File: config.mk
export PLATFORM = sky130hd
export DESIGN_NAME = uart_tx_fifo
export DESIGN_NICKNAME = d
export VERILOG_FILES = /design/src/rtl/uart_tx_fifo.sv
export SDC_FILE = /design/constraint.sdc
export NUM_CORES = 1
export LEC_CHECK = 0
export BUFFER_PORTS_ARGS = -buffer_cell sky130_fd_sc_hd__buf_2
export CAP_MARGIN = 15
export CORE_MARGIN = 2
export CORE_UTILIZATION = 30
export CTS_CLUSTER_DIAMETER = 80
export DETAILED_ROUTE_END_ITERATION = 6
export SYNTH_ARGS = -nofsm -noshare
export SYNTH_HDL_FRONTEND = slang
export SYNTH_SLANG_ARGS = --single-unit
export TNS_END_PERCENT = 100
File: constraint.sdc
create_clock -name clk -period 3.3 [get_ports clk]
set_input_delay 0.165 -clock clk [delete_from_list [all_inputs] [get_ports clk]]
set_output_delay 0.165 -clock clk [all_outputs]
set_load 0.005 [all_outputs]
File: src/rtl/uart_tx_fifo.sv
// uart_tx_fifo: 8N1 UART transmitter fed by a small byte FIFO over a valid/ready handshake.
// Frames are sent back-to-back while bytes are queued; tx idles high.
module uart_tx_fifo #(
  parameter int unsigned clock_frequency = 12000000,
  parameter int unsigned uart_baud_rate  = 9600,
  parameter int unsigned fifo_depth_log2 = 2
) (
  input  logic                       clk,
  input  logic                       rst_n,
  input  logic [7:0]                 tx_data,
  input  logic                       tx_valid,
  output logic                       tx_ready,
  output logic                       tx,
  output logic                       busy,
  output logic [fifo_depth_log2:0]   fifo_count
);

  localparam int unsigned DIV    = clock_frequency / uart_baud_rate;
  localparam int unsigned CNT_W  = (DIV > 1) ? $clog2(DIV) : 1;
  localparam int unsigned PTR_W  = fifo_depth_log2;
  localparam int unsigned CNT_FW = fifo_depth_log2 + 1;
  localparam int unsigned DEPTH  = 1 << fifo_depth_log2;

  localparam logic [1:0] S_IDLE  = 2'd0;
  localparam logic [1:0] S_START = 2'd1;
  localparam logic [1:0] S_DATA  = 2'd2;
  localparam logic [1:0] S_STOP  = 2'd3;

  logic [1:0]        state_q, state_d;
  logic [CNT_W-1:0]  cnt_q, cnt_d;
  logic [2:0]        idx_q, idx_d;
  logic [7:0]        shift_q, shift_d;
  logic              tx_q, tx_d;
  logic [PTR_W-1:0]  wr_ptr_q, wr_ptr_d;
  logic [PTR_W-1:0]  rd_ptr_q, rd_ptr_d;
  logic [CNT_FW-1:0] count_q, count_d;
  logic [7:0]        mem_q [DEPTH];
  logic [7:0]        mem_d [DEPTH];
  logic              push;
  logic              pop;
  logic              cnt_last;

  // Handshake and status decode from registered state.
  assign tx_ready   = (count_q != CNT_FW'(DEPTH));
  assign busy       = (state_q != S_IDLE) || (count_q != '0);
  assign fifo_count = count_q;
  assign tx         = tx_q;
  assign cnt_last   = (cnt_q == CNT_W'(DIV - 1));

  // Next-state: frame sequencing, baud counter, FIFO push/pop and registered line value.
  always_comb begin
    state_d  = state_q;
    cnt_d    = cnt_q;
    idx_d    = idx_q;
    shift_d  = shift_q;
    wr_ptr_d = wr_ptr_q;
    rd_ptr_d = rd_ptr_q;
    count_d  = count_q;
    mem_d    = mem_q;
    tx_d     = 1'b1;
    pop      = 1'b0;
    push     = tx_valid && tx_ready;

    case (state_q)
      S_IDLE: begin
        if (count_q != '0) pop = 1'b1;
      end
      S_START: begin
        if (cnt_last) begin
          state_d = S_DATA;
          idx_d   = 3'd0;
        end
      end
      S_DATA: begin
        if (cnt_last) begin
          if (idx_q == 3'd7) state_d = S_STOP;
          else               idx_d   = idx_q + 3'd1;
        end
      end
      S_STOP: begin
        if (cnt_last) begin
          if (count_q != '0) pop     = 1'b1;
          else               state_d = S_IDLE;
        end
      end
      default: state_d = S_IDLE;
    endcase

    // Counter restarts at every bit boundary and holds at zero while idle.
    if ((state_q == S_IDLE) || cnt_last) cnt_d = '0;
    else                                 cnt_d = cnt_q + CNT_W'(1);

    if (pop) begin
      state_d  = S_START;
      shift_d  = mem_q[rd_ptr_q];
      rd_ptr_d = rd_ptr_q + PTR_W'(1);
    end

    if (push) begin
      mem_d[wr_ptr_q] = tx_data;
      wr_ptr_d        = wr_ptr_q + PTR_W'(1);
    end

    case ({push, pop})
      2'b10:   count_d = count_q + CNT_FW'(1);
      2'b01:   count_d = count_q - CNT_FW'(1);
      default: count_d = count_q;
    endcase

    // Line value for the upcoming cycle, so tx comes straight from a flop.
    case (state_d)
      S_START: tx_d = 1'b0;
      S_DATA:  tx_d = shift_d[idx_d];
      default: tx_d = 1'b1;
    endcase
  end

  // State registers; reset drops any queued bytes and any partial frame.
  always_ff @(posedge clk or negedge rst_n) begin
    if (!rst_n) begin
      state_q  <= S_IDLE;
      cnt_q    <= '0;
      idx_q    <= '0;
      shift_q  <= '0;
      tx_q     <= 1'b1;
      wr_ptr_q <= '0;
      rd_ptr_q <= '0;
      count_q  <= '0;
      mem_q    <= '{default: '0};
    end else begin
      state_q  <= state_d;
      cnt_q    <= cnt_d;
      idx_q    <= idx_d;
      shift_q  <= shift_d;
      tx_q     <= tx_d;
      wr_ptr_q <= wr_ptr_d;
      rd_ptr_q <= rd_ptr_d;
      count_q  <= count_d;
      mem_q    <= mem_d;
    end
  end

endmodule

Yosys cells after proc, flatten, opt, wreduce, memory -nomap -nowiden
Cells that the tools add are included.

Register bits: 64. Input port bits: 11. Output and inout bits: 6. Logic and storage cells: 68.

Add/sub/neg operators: 6. Magnitude comparators: 4. Equality and inequality tests: 10. Mux-type cells: 26. Bitwise gates (word level): 2. Reductions and logical operators: 8.

Operators by type and width (number): bitwise mux 32 bit (1); two-way mux 8 bit (4); binary-select mux 8 bit (select 2 bit) (1); demux 8 bit (select 2 bit) (1); two-way mux 2 bit (6); case mux 3 bit (2 select lines) (2); adder 11 x 1 -> 11 bit (second input constant) (1); == test 11 bit (second input constant) (1); two-way mux 11 bit (1); two-way mux 3 bit (3); == test 2 bit (second input constant) (4); adder 3 x 1 -> 3 bit (second input constant) (2); == test 2 x 1 -> 1 bit (second input constant) (3); greater-or-equal comparator 3 bit (second input constant) (2); NOT 2 -> 3 bit (2); case mux 2 bit (3 select lines) (1); adder 2 x 1 -> 2 bit (second input constant) (2); < comparator 3 x 4 -> 1 bit (second input constant) (1); case mux 1 bit (2 select lines) (2); nonzero test 2 bit (2); binary-select mux 1 bit (select 3 bit) (1); == test 3 bit (second input constant) (1); < comparator 3 x 1 -> 1 bit (second input constant) (1); two-way mux 1 bit (3); 6 further kinds (8).

Depth between registers and ports, before layout
Gate-level depths: netlist of run 1.

Depth in word-level cells: 8. Mapped depth: 12. Mapped depth without buffers: 11.

Worst setup path after synthesis of run 1
OpenSTA, ideal clock, no wires.

Path type: reg-to-reg. Start: reg cnt_q[1]. End: reg count_q[2], in the netlist fifo_count[2]. Data arrival time: 2.592 ns. Required time: 3.221 ns. Setup slack: 0.629 ns. Stages on the path, launching flop included: 13. Path buffers: 1. Period minus slack after synthesis: 2.671 ns. Path through: dfrtp_1 > inv_1 > ha_1 > nor4b_2 > a41oi_1 > nor3_2 > buf_4 > ha_1 > inv_1 > fa_1 > xor2_1 > nor2_1 > xor2_1.

Longest elaborated chain between the ends: 5. Elaborated cells on any way between the ends: 7. Those cells by class: eq/ne: 3; mux: 3; reduce/logical: 1.

RTL lines: from (decl) (line 30) `logic [CNT_W-1:0] cnt_q, cnt_d;`; from (signal assigned) (line 132) `cnt_q <= cnt_d;`; == test 11 bit (*) (line 48) `assign cnt_last = (cnt_q == CNT_W'(DIV - 1));`; two-way mux 1 bit (*) (line 81) `if (cnt_last) begin`; case mux 1 bit (2 select lines) (*) (line 64) `case (state_q)`; == test 2 x 1 -> 1 bit / == test 2 bit (equally long branches) (line 104) `case ({push, pop})`; case mux 3 bit (2 select lines) / nonzero test 2 bit (equally long branches); to (signal assigned) (line 138) `count_q <= count_d;`; to (decl) (line 36) `logic [CNT_FW-1:0] count_q, count_d;`.

Every way passes the cells marked *; elsewhere a longest branch is shown, timed or not. A chain may end at the register's enable or synchronous reset.

Worst setup path in the final report of run 1
Ends and elaborated chain as after synthesis.

==> impl_metrics.csv, run 1 <==
group,metric,value,unit
synth,synth_edf_count,0,
sta,tightest_slew,0.8104,ns
synth,synthDistinctLibCells,55,
synth,synthArstFlopShare,1.000,
synth,synth_compound_area_frac,0.05779,
run_status,status,"finished, violations left",
synth,synthSimpleGateAreaFrac,0.1078,
placed_design,dpl.hpwl,3.928,mm
clocking,insertion_delay,0.34,ns
global_routing,grt_pass1_wl,9.673,mm
synth,yosys_most_used_dff,"dfrtp_1",
placed_design,dp_slack,0.5274,ns
global_routing,grt_overflow,0,
critical_path,criticalPathCategory,"reg -> reg",
synth,syn-num-nets,269,
placed_design,portBuffers,16,
route,vias,1911,
critical_path,cpPeakStageDelay,0.40,ns
power_and_ir_drop,power_density,652.9,nW/um2
critical_path,end_kind,"flop",
sta,hold_violations,7,
final_layout,syn_to_final_growth,13.16,%
route,drtIter0Drc,87,
clocking,clock_path_buffers,2,
route,vias_per_cell,4.684,
synth,yosysSeqAreaShare,0.5002,
route,totalWireLength,5.626,mm
floorplan,num_rows,37,
sta,slew_headroom,0.4597,
clocking,cts.clk_slew.worst_paths,0.07,ns
run_status,violations,"hold timing",
clocking,cts_tree,"built",
critical_path,worstPathMaxFanout,14,
critical_path,slowest_stage,"dfrtp_1",
global_routing,grtUsageTotal,0.1091,
synth,ys_seq_elements,64,
synth,synth_top_family_by_area,"multiplexers",
synth,yosys_warnings,0,
sta,holdWs,-0.006413,ns
run,maxCapViolations,0,
clocking,htree_levels,3,
final_layout,nets,291,
sta,rsz0062_at_grt,"false",
floorplan,ios,17,
critical_path,crit_path_start,"cnt_q[1]",
sta,post-route-min-period,2.751,ns
floorplan,core_region_area,10370,um2
final_layout,antenna_cells,0,
floorplan,start_util,0.3090,
global_routing,grt_max_degree,65,
floorplan,die_h,107.4,um
clocking,cts_num_sinks,64,
clocking,cts_resized,0,
route,wl_per_cell,13.79,um
clocking,numCtsBuffers,9,
floorplan,die_area,11520,um2
sta,fin_skew,0.009587,ns
critical_path,worst_ep_arrival_time,3.01,ns
route,drtAntennaViolNets,0,
power_and_ir_drop,leakage,1.615,nW
synth,syn-cell-area,3204,um2
floorplan,fp.dieW,107.4,um
synth,synth.mux.area_fraction,0.2136,
sta,fmax,0.3635,GHz
power_and_ir_drop,p_total,2.367,mW
clocking,cts_hold_buf,0,
route,dr.pass1.iters,4,
power_and_ir_drop,vdd_ir_drop_max,0.4039,mV
global_routing,grt_pass1_vias,1911,
critical_path,crit_required,3.56,ns
route,drc,0,
sta,finalWorstSetupSlack,0.5487,ns
synth,synthAdderAreaFrac,0.05310,
critical_path,setup.worst_path.start_class,"flop",
sta,period_share,0.8337,
placed_design,place_congestion,0.7740,
clocking,post_cts.repair.setup_buffers,0,
final_layout,final_core_util,0.3497,
global_routing,antenna_found_initial,0,
sta,setup_viol,0,
synth,synth_xor_area_frac,0.04100,
critical_path,reg2reg_from,"cnt_q[1]",
sta,tns,0,ns
synth,postSynthAreaPerCell,13.08,um2
final_layout,drive_above_1_share,0.3456,
critical_path,crit_path_cell_trace,"inv_1, ha_1, nor4b_2, a41oi_1, nor3_2, buf_4, ha_1, inv_1, fa_1, xor2_1, nor2_1, xor2_1",
synth,syn-instance-count,245,
min_path,min_path_type,"in -> async",
clocking,cts-root-buf,"clkbuf_8",
sta,drv_slew,0,
[layout make-up]
class                      instances  area, um2
clock buffer                      11      131.4
clock inverter                     5      57.56
fill                            1068       6744
inverter                          14      52.55
multi-input combinational        160       1516
sequential                        64       1603
tap                              136      170.2
timing repair buffer              18      95.09
[per-layer routing]
metal  vias to the layer above  part of all wire  global-route usage  wire, um
li1                        916                 -                   -         -
met1                       968              0.47              0.1400      2639
met2                        20              0.49              0.1695      2748
met3                         7             0.033             0.03995       184
met4                         0            0.0094             0.03846        53
met5                         -                 0                   0         0
[Yosys cell counts, types with 2 or more instances]
cell	number	area [um2]
a21oi_1	3	15.01
a31oi_1	2	12.51
and2_1	2	12.51
and3_1	2	12.51
clkbuf_1	3	11.26
dfrtp_1	63	1577
ha_1	12	150.1
inv_1	14	52.55
mux2_2	39	439.2
mux2i_1	2	20.02
mux4_1	2	52.55
mux4_2	7	157.7
nand2_1	14	52.55
nand2b_1	2	12.51
nand3_1	5	25.02
nand4_1	3	18.77
nor2_1	17	63.81
o21ai_0	3	15.01
xnor2_1	7	61.31
xor2_1	8	70.07
[worst paths after layout]
kind	to	slack (ns)	depth (start not counted)
min	cnt_q[6]	-0.006	2
max in group asynchronous	mem_q[22]	2.77	2
max	fifo_count[2]	0.55	12
max reg2reg	fifo_count[2]	0.55	12
min reg2reg	shift_q[7]	0.50	1
min in group clk	mem_q[24]	0.10	2
[kinds of logic after synthesis]
family,Yosys count
muxes,51
xor gates and xnor gates,15
AOI/OAI and AO/OA,21
and+or+nand+nor,60
adders and majority gates,13
buffers and inverters,21
DFF,64
[cells in the final DEF, fill, tap and decap left out, types with 2 or more instances in the layout]
master      Yosys  routed
dfrtp_1        63      63
mux2_2         39      39
nor2_1         17      17
buf_2           1      16
inv_1          14      14
nand2_1        14      14
ha_1           12      12
clkbuf_8        0       9
xor2_1          8       8
xnor2_1         7       7
mux4_2          7       7
nand3_1         5       5
nand4_1         3       3
o21ai_0         3       3
a21oi_1         3       3
clkinvlp_4      0       3
and2_1          2       2
nand2b_1        2       2
and3_1          2       2
a31oi_1         2       2
mux4_1          2       2
mux2i_1         2       2
clkbuf_1        3       2
buf_4           1       2
[where the power goes]
| group | internal [mW] | switching [mW] | leakage, nW |
|---|---|---|---|
| logic | 0.351 | 0.228 | 0.737 |
| clock network | 0.348 | 0.299 | 0.0856 |
| registers | 1.02 | 0.120 | 0.792 |
| total | 1.72 | 0.648 | 1.61 |
[critical path: cells and delay by family (launching register included)]
family / cells / cell delay (ns)
simple gates: 3 / 0.67
buf+inv: 3 / 0.36
fa+ha+maj: 3 / 0.72
xor+xnor: 2 / 0.30
flops: 1 / 0.40
compound gates: 1 / 0.22
[flip-flops by register name, indices dropped and copies added (netlist names)]
signal / count
shift_q: 8
tx: 1
fifo_count: 3
wr_ptr_q: 2
idx_q: 3
cnt_q: 11
rd_ptr_q: 2
state_q: 2
mem_q: 32
[per-stage QoR]
stage                     instance area [um2]  cells
final                                    3626    408
after global routing                     3626    408
after CTS                                3626    408
after detailed placement                 3437    392
after global placement                   3437    392
after floorplan                          3204    245
(Power assumes the default switching activity.)
==> run 2, diff against run 1 <==
--- a/config.mk
+++ b/config.mk
@@ -5,6 +5,7 @@
 export SDC_FILE = /design/constraint.sdc
 export NUM_CORES = 1
 export LEC_CHECK = 0
+export ABC_AREA = 1
 export BUFFER_PORTS_ARGS = -buffer_cell sky130_fd_sc_hd__buf_2
 export CAP_MARGIN = 15
 export CORE_MARGIN = 2
==> constraint.sdc (replaced) <==
create_clock -name clk -period 2.4 [get_ports clk]
set_input_delay 0.12 -clock clk [delete_from_list [all_inputs] [get_ports clk]]
set_output_delay 0.12 -clock clk [all_outputs]
set_load 0.005 [all_outputs]
==> impl_metrics.csv, run 2 <==
group,metric,value,unit
final_layout,final-instance-count-excl-fill,588,
floorplan,start_util,0.3066,
floorplan,die_h,109.0,um
sta,tns,0,ns
power_and_ir_drop,clkPwrFrac,0.245,
floorplan,ios,17,
synth,synth.most_common_cell,"nand2_1",
power_and_ir_drop,switching_power,1.875,mW
placed_design,place_congestion,0.7895,
synth,synth_common_cells,"123 x nand2_1, 63 x dfrtp_1, 56 x inv_1",
clocking,cts_num_sinks,64,
critical_path,setup.worst_path.start_class,"flop",
clocking,cts-root-buf,"clkbuf_8",
final_layout,final_cell_mix,"123 x nand2_1, 63 x dfrtp_1, 55 x inv_1",
final_layout,final_common_cell,"nand2_1",
global_routing,antenna_found_initial,0,
sta,fmax,0.4531,GHz
placed_design,dpl.hpwl,4.578,mm
final_layout,largest_reg_flops,32,
critical_path,cp_common_cell,"inv_1",
route,totalWireLength,6.796,mm
sta,tightest_slew,0.5400,ns
route,drc,0,
critical_path,cp.buffers_inverters,4,
placed_design,portBuffers,16,
placed_design,dp_slack,0.1308,ns
critical_path,crit_required,2.63,ns
synth,yosys_most_used_dff,"dfrtp_1",
floorplan,die_area,11890,um2
critical_path,r2r_slack,0.19,ns
sta,drv_slew,0,
critical_path,cp.depth,13,
min_path,min_path_type,"in -> reg",
power_and_ir_drop,p_total,4.779,mW
sta,rsz0062_at_grt,"false",
power_and_ir_drop,leakage,1.968,nW
power_and_ir_drop,p_sw_frac,0.3923,
synth,synth_area_leaders,"dfrtp_1 48%, nand2_1 14%, inv_1 6.4%",
clocking,cts_tree,"built",
global_routing,grt_overflow,0,
critical_path,cpPeakStageDelay,0.42,ns
critical_path,end_kind,"flop",
min_path,hold_depth,3,
run,maxCapViolations,0,
critical_path,slowest_stage,"dfrtp_1",
synth,synth_edf_count,0,
synth,synth_top_area_cell,"dfrtp_1",
power_and_ir_drop,p_comb_frac,0.385,
sta,hold_violations,0,
route,wl_per_cell,11.56,um
final_layout,syn_to_final_growth,15.88,%
critical_path,rr_worst_depth,13,
critical_path,worst_ep_arrival_time,2.44,ns
final_layout,drive_above_1_share,0.1362,
power_and_ir_drop,power_density,1246,nW/um2
synth,yosys_warnings,0,
sta,slew_headroom,0.6391,
floorplan,num_rows,38,
sta,period_share,0.9197,
clocking,clock_path_buffers,2,
run_status,status,"finished, final reports clean",
route,vias,2635,
critical_path,worstPathMaxFanout,5,
min_path,min_to,"mem_q[17]",
synth,synth_top_area_share,0.4764,
final_layout,largestRegisters,"mem_q x32, cnt_q x11, shift_q x8",
clocking,cts.clk_slew.worst_paths,0.08,ns
critical_path,path_delay_family,"adder cells",
route,vias_per_cell,4.481,
global_routing,grt_pass1_wl,11.89,mm
critical_path,reg2reg_from,"state_q[1]",
sta,fin_skew,0.01155,ns
floorplan,core_region_area,10790,um2
power_and_ir_drop,vdd_ir_drop_max,0.5780,mV
synth,postSynthAreaPerCell,7.880,um2
sta,setup_viol,0,
synth,syn-instance-count,420,
route,drtAntennaViolNets,0,
global_routing,grtUsageTotal,0.1297,
synth,yosysSeqAreaShare,0.4843,
sta,finalWorstSetupSlack,0.1927,ns
clocking,numCtsBuffers,9,
critical_path,crit_path_cell_trace,"inv_1, ha_4, inv_1, o21ai_1, nor2_4, nand2_2, inv_1, ha_1, inv_1, fa_1, a21oi_1, o21ai_1, xnor2_1",
synth,ys_seq_elements,64,
synth,synthDistinctLibCells,32,
synth,synthArstFlopShare,1.000,
clocking,htree_levels,3,
power_and_ir_drop,power.internal,2.905,mW
global_routing,grt_max_degree,57,
global_routing,grt_pass1_vias,2504,
placed_design,dp_cells,570,
final_layout,antenna_cells,0,
sta,post-route-min-period,2.207,ns
floorplan,fp.dieW,109.0,um
power_and_ir_drop,p_seq_frac,0.370,
route,dr.pass1.iters,4,
route,drtIter0Drc,122,
synth,syn-cell-area,3309,um2
critical_path,criticalPathCategory,"reg -> reg",
clocking,insertion_delay,0.35,ns
final_layout,nets,467,
critical_path,r2r-end,"fifo_count[2]",
synth,syn-num-nets,444,
final_layout,final_core_util,0.3553,
final_layout,top_register,"mem_q",
min_path,hold_start,"tx_data[1]",
run 2: worst min-delay path: stages:
cell and delay (ns):
buf_2 0.07, inv_1 0.05, o21ai_0 0.15
run 2: layout make-up:
cell class	instances	area, um2
inverter	63	236.5
sequential	64	1603
multi-input combinational	282	1424
tap	140	175.2
clock inverter	7	125.1
fill	1148	6958
timing repair buffer	23	147.6
clock buffer	9	123.9
run 2: worst max path at each step:
stage	start	end	slack [ns]
after CTS	state_q[0]	fifo_count[2]	0.12
after global placement	state_q[0]	fifo_count[2]	0.16
after detailed placement	state_q[0]	fifo_count[2]	0.13
after floorplan	state_q[0]	fifo_count[2]	0.03
final	state_q[1]	fifo_count[2]	0.19
after global routing	state_q[1]	fifo_count[2]	0.01
run 2: repair_timing:
| action | in CTS | in global routing |
|---|---|---|
| gates resized for setup | 0 | 2 |
| setup buffers | 0 | 1 |
| setup endpoints to repair | 0 | 1 |
| hold endpoints to repair | 63 | 0 |
| hold buffers | 1 | 0 |
run 2: power groups by stage:
stage          Clock (mW)  Sequential [mW]  Combinational, mW
6_report             1.17             1.77               1.84
5_1_grt              1.26             1.82               2.16
4_1_cts              1.20             1.77               1.86
3_5_place_dp            0             1.78               1.85
3_3_place_gp            0             1.77               1.81
2_1_floorplan           0             1.70               1.43
run 2: stage by stage:
step,area [um2],hold WS [ns]
2_1_floorplan,3322,-0.1756
3_3_place_gp,3568,-0.001529
3_5_place_dp,3568,-0.002601
4_1_cts,3827,0.06235
5_1_grt,3835,0.07173
6_report,3835,0.07883
run 2: metal layers:
metal	GRT usage	wire, um
met1	0.1706	3396
met3	0.03407	243
met5	0	0
met2	0.2041	3107
met4	0.04945	49
run 2: cell families after synthesis:
logic type | share of synthesized area
AOI/OAI and AO/OA | 0.09906
DFF | 0.4843
xor gates and xnor gates | 0.01323
adders and majority gates | 0.05142
buffers and inverters | 0.08922
and+or+nand+nor | 0.2628
